`src/rtl/dsp_multi_peak_meter.sv`:
```
// dsp_multi_peak_meter: per-channel audio peak meter with frame latch, hold+decay and sticky-max modes
module dsp_multi_peak_meter #(
  parameter int CHANNELS    = 2,
  parameter int WIDTH       = 16,
  parameter int HOLD_FRAMES = 8,
  parameter int DECAY_SHIFT = 3
) (
  input  logic                            iCLK,
  input  logic                            iRST_N,
  input  logic                            iSAMPLE_STB,
  input  logic [CHANNELS*WIDTH-1:0]       iSAMPLES,
  input  logic                            iFRAME_STB,
  input  logic [1:0]                      iMODE,
  input  logic                            iCLEAR,
  output logic [CHANNELS*(WIDTH-1)-1:0]   oPEAK,
  output logic [CHANNELS-1:0]             oOVF,
  output logic                            oVALID
);
  localparam int PW = WIDTH - 1;
  localparam int HW = HOLD_FRAMES > 0 ? $clog2(HOLD_FRAMES + 1) : 1;
  localparam logic [HW-1:0] HOLD_INIT = HW'(HOLD_FRAMES);
  logic absV;
  always_ff @(posedge iCLK) begin
    if (!iRST_N || iCLEAR) begin
      absV   <= 1'b0;
      oVALID <= 1'b0;
    end else begin
      absV   <= iSAMPLE_STB;
      oVALID <= iFRAME_STB;
    end
  end
  for (genvar c = 0; c < CHANNELS; c++) begin : gCh
    logic signed [WIDTH-1:0] x;
    logic                    minCode;
    logic [PW-1:0]           absD, absQ, acc, peakQ, fm, dec, decayed;
    logic [HW-1:0]           hold;
    logic                    ovfQ;
    assign x = iSAMPLES[c*WIDTH +: WIDTH];
    assign oPEAK[c*PW +: PW] = peakQ;
    assign oOVF[c] = ovfQ;
    always_comb begin
      minCode = x == {1'b1, {PW{1'b0}}};
      absD    = minCode ? {PW{1'b1}} : (x[WIDTH-1] ? PW'(-x) : x[PW-1:0]);
      fm      = (absV && absQ > acc) ? absQ : acc;
      dec     = (peakQ >> DECAY_SHIFT) == '0 ? PW'(1) : peakQ >> DECAY_SHIFT;
      decayed = peakQ > dec ? peakQ - dec : '0;
    end
    // Hold is preloaded outside mode 1 so entering mode 1 starts a fresh hold
    always_ff @(posedge iCLK) begin
      if (!iRST_N || iCLEAR) begin
        absQ  <= '0;
        acc   <= '0;
        peakQ <= '0;
        hold  <= '0;
        ovfQ  <= 1'b0;
      end else begin
        if (iSAMPLE_STB) absQ <= absD;
        if (iSAMPLE_STB && minCode) ovfQ <= 1'b1;
        acc <= iFRAME_STB ? '0 : fm;
        if (iFRAME_STB) begin
          if (iMODE == 2'd1) begin
            if (fm >= peakQ) begin
              peakQ <= fm;
              hold  <= HOLD_INIT;
            end else if (hold != '0) hold <= hold - 1'b1;
            else peakQ <= fm > decayed ? fm : decayed;
          end else begin
            peakQ <= (iMODE == 2'd2 && peakQ > fm) ? peakQ : fm;
            hold  <= HOLD_INIT;
          end
        end
      end
    end
  end
endmodule

```
`config.mk`:
```
export PLATFORM = sky130hd
export DESIGN_NAME = dsp_multi_peak_meter
export DESIGN_NICKNAME = d
export VERILOG_FILES = /design/src/rtl/dsp_multi_peak_meter.sv
export SDC_FILE = /design/constraint.sdc
export NUM_CORES = 1
export LEC_CHECK = 0
export BUFFER_PORTS_ARGS = -buffer_cell sky130_fd_sc_hd__buf_2
export CORE_ASPECT_RATIO = 0.8
export CORE_MARGIN = 2
export CORE_UTILIZATION = 60
export CTS_BUF_LIST = sky130_fd_sc_hd__clkbuf_8
export CTS_CLUSTER_SIZE = 16
export DETAILED_ROUTE_END_ITERATION = 12
export HOLD_SLACK_MARGIN = 0.12
export PLACE_DENSITY_LB_ADDON = 0.12
export RECOVER_POWER = 25
export SYNTH_ARGS = -nofsm -noshare
export SYNTH_HDL_FRONTEND = slang
export SYNTH_SLANG_ARGS = --single-unit
```
`constraint.sdc`:
```
create_clock -name iCLK -period 5.8 [get_ports iCLK]
set_input_delay 1.74 -clock iCLK [delete_from_list [all_inputs] [get_ports iCLK]]
set_output_delay 1.74 -clock iCLK [all_outputs]
set_load 0.01 [all_outputs]
```
==> impl_results.md <==
- Post-synth top area share: 0.239
- # resized after CTS: 0
- Data required time of the worst path: 6.08 ns
- DR pass1 iterations: 5
- Critical path, cell by cell: or4_1 > nor2_1 > a41o_1 > ha_1 > inv_1 > fa_1 > a21oi_1 > o2111ai_1 > a21o_1 > a221oi_1 > xnor2_1 > nand2_1 > ha_1 > nand4_1 > nor3_1 > a22o_1 > and2_1 > nand3_1 > a311oi_1
- Ports: 72
- Grt ovf: 0
- Rows: 38
- Initial antenna violation count: 0
- Max-slew headroom: 0.273
- Cell variety after synth: 71
- Ys flop type: dfxtp_1
- Max-slew violation count: 0
- R2r setup slk: 0.45 ns
- Clock slew seen by the registers of the worst setup and hold paths: 0.10 ns
- Placed inst area: 9050 sq um
- Fraction of layout cells with a size suffix above 1: 0.0850
- Dpl cells: 1317
- Startpoint of the worst register-to-register path: gCh[1].peakQ[12]
- Reg-to-reg endpoint: gCh[1].peakQ[4]
- Hold Vio Cnt, Final: 0
- Synth Register Bits: 102
- RSZ-0062 raised after global routing: no
- Die Y: 111 um
- Placement Setup Slack: 0.526 ns
- Tot Pwr: 2.31 mW
- Clk pwr share: 0.219
- Antenna Cells: 0
- Most frequent cells in the layout: 121 x ha_1, 109 x inv_1, 102 x dfxtp_1, 95 x a21oi_1, 88 x o21ai_0
- Crit-path slowest cell: or4_1
- DIE AREA: 15200 sq um
- Final core utilization: 0.671
- CTS tree: built
- Ys Warns: 0
- Hold Crit Class: reg2reg
- Worst EP arrival: 5.63 ns
- Top cells by area, synth: dfxtp_1 24%, ha_1 18%, a21oi_1 5.6%
- CTS Buffer Depth: 2
- Register Area: 2040 sq um
- Outcome: finished clean
- Synth-to-layout area growth: 8.05%
- Multi-input gate area: 5890 sq um
- Logic pwr share: 0.455
- Synth Instances: 1093
- Root buf cell: clkbuf_8
- Critical Path Max Stage Delay: 0.61 ns
- Port Buffers: 71
- Dpl hpwl: 16500 um
- Drt via density: 6.02
- Vias: 8020
- Final setup violation count: 0
- Setup Crit Path Kind: reg2reg
- Worst-Margin Slew: 1.09 ns
- Num CTS Buffers: 9
- Crit. End Element: flop
- Worst setup path endpoint: gCh[1].peakQ[4]
- Internal power: 1.38 mW
- Sequential power share: 0.326
- WL/cell: 16.1 um
- Path depth of the worst reg2reg path: 19
- Clock Latency Late Sink: 0.38 ns
- CP Launch Type: flop
- H-tree levels: 3
- Gr usage total: 0.287
- Clock Skew: 0.00991 ns
- Initial DRC count: 559
- Sequential share of the synthesized area: 0.239
- Post-synth net total: 1255
- Final Non-Filler Cells: 1333
- Pwr Density: 250 nW/um^2
- Max Freq: 0.187 GHz
- Vias in the first global route: 7576
- Critical path's top delay family: simple AND/OR/NAND/NOR gates
- Fin Setup TNS: 0 ns
- Hold-fix buffers, CTS: 0
- Crit Path Max Fanout: 17
- Mapped Area: 8530 sq um
- Async set-reset flop share out of synthesis: 0
- Final design area excluding fillers: 9220 sq um
- Die width: 137 um
- WL final: 21400 um
- CP Buf/Inv Count: 1
- Pin count of the biggest net entering global routing: 51
- Remaining antenna violation count: 0
- Peak VDD IR: 0.122 mV
- CP startpoint: gCh[1].peakQ[12]
- Post-CTS Setup Inserts: 0
- Final WS setup: 0.451 ns
- Net count, final: 1310
- Fill cell count: 1258
- First-pass GRT wire length: 36200 um
- Routability cong.: 0.932
- Fin crit period: 5.35 ns
- Switching share of power: 0.401
- Most common cell after layout, fill and taps aside: ha_1
- Crit share post-route: 0.922
- CP dominant cell by count: ha_1
- Leakage: 3.95 nW
- Switching Power: 924 uW
- DRC: 0
- Post-synth EDFFs: 0
- Yosys top cell by area: dfxtp_1
- Total of max-cap violations: 0
- Critical Path Stages: 19
- Avg Synthesized Cell Area: 7.81 sq um
- Clk sinks: 102
- Core area: 13700 sq um
- Starting Density: 0.621
- Fin Hold WS: 0.498 ns
## routing by layer
layer,up-vias,global-route usage,share of wire
met2,221,0.472,0.47
met4,0,0.0845,0.023
met1,3715,0.392,0.47
met3,46,0.0361,0.042
li1,4038,-,-
met5,-,0,0
## sequential cells by signal, summed over array words and instances, names as in the netlist
name       cells
gCh.peakQ     30
gCh.absQ      30
gCh.acc       30
absV           1
oVALID         1
gCh.hold       8
gCh.ovfQ       2
## cells by family (layout without fill, tap and decap cells)
kind of cell               count (synthesis)  in the layout  synth area share
and+or+nand+nor                          332            332             0.195
muxes                                     36             36            0.0430
AOI/OAI and AO/OA                        303            303             0.223
DFF                                      102            102             0.239
adders and majority gates                124            124             0.183
xor gates and xnor gates                  44             44            0.0452
buffers and inverters                    152            212            0.0707
## power by group through the flow
stage	clock network, mW	logic (mW)	registers [mW]
final	0.505	1.05	0.752
after global placement	0	1.01	0.767
after detailed placement	0	1.03	0.768
after floorplan	0	0.780	0.763
after global routing	0.541	1.18	0.756
after CTS	0.513	1.04	0.752
## worst min-delay path by stage
stage | slack, ns | end | cells after the start | startpoint
2_1_floorplan | 0.44 | gCh[1].ovfQ | 2 | gCh[1].ovfQ
3_3_place_gp | 0.45 | gCh[0].ovfQ | 2 | gCh[0].ovfQ
3_5_place_dp | 0.48 | gCh[1].absQ[14] | 2 | gCh[1].absQ[14]
4_1_cts | 0.49 | gCh[1].absQ[14] | 2 | gCh[1].absQ[14]
5_1_grt | 0.53 | gCh[0].absQ[0] | 2 | gCh[0].absQ[0]
6_report | 0.50 | gCh[1].absQ[14] | 2 | gCh[1].absQ[14]
## Yosys cell counts (3+ instances only)
cell and n:
a211oi_1 10, a21boi_0 4, a21o_1 8, a21oi_1 96, a221oi_1 4, a311oi_1 6
a31oi_1 15, a32o_1 6, and2_1 7, and3_1 6, buf_2 11, buf_4 3
clkbuf_1 29, dfxtp_1 102, ha_1 121, inv_1 108, mux2_2 5, mux2i_1 31
nand2_1 72, nand2b_1 27, nand3_1 47, nand3b_1 8, nand4_1 23, nor2_1 82
nor2b_1 8, nor3_1 15, nor4_1 8, o211ai_1 10, o21a_1 10, o21ai_0 88
o21ba_2 3, o31a_1 4, o31ai_1 8, o41ai_1 4, or2_2 6, or3_1 8
or4_1 4, xnor2_1 24, xor2_1 20
## worst min-delay path, cell delays in order, from the launching register on
cell,delay [ns]
dfxtp_1,0.34
nand2_1,0.07
a21oi_1,0.05
## layout make-up
type,count,area share
multi-input combinational,839,0.639
sequential,102,0.221
tap,180,0.0244
clock buffer,9,0.0134
timing repair buffer,88,0.0471
clock inverter,7,0.0103
inverter,108,0.0440
Power figures use the tool's default switching activity.
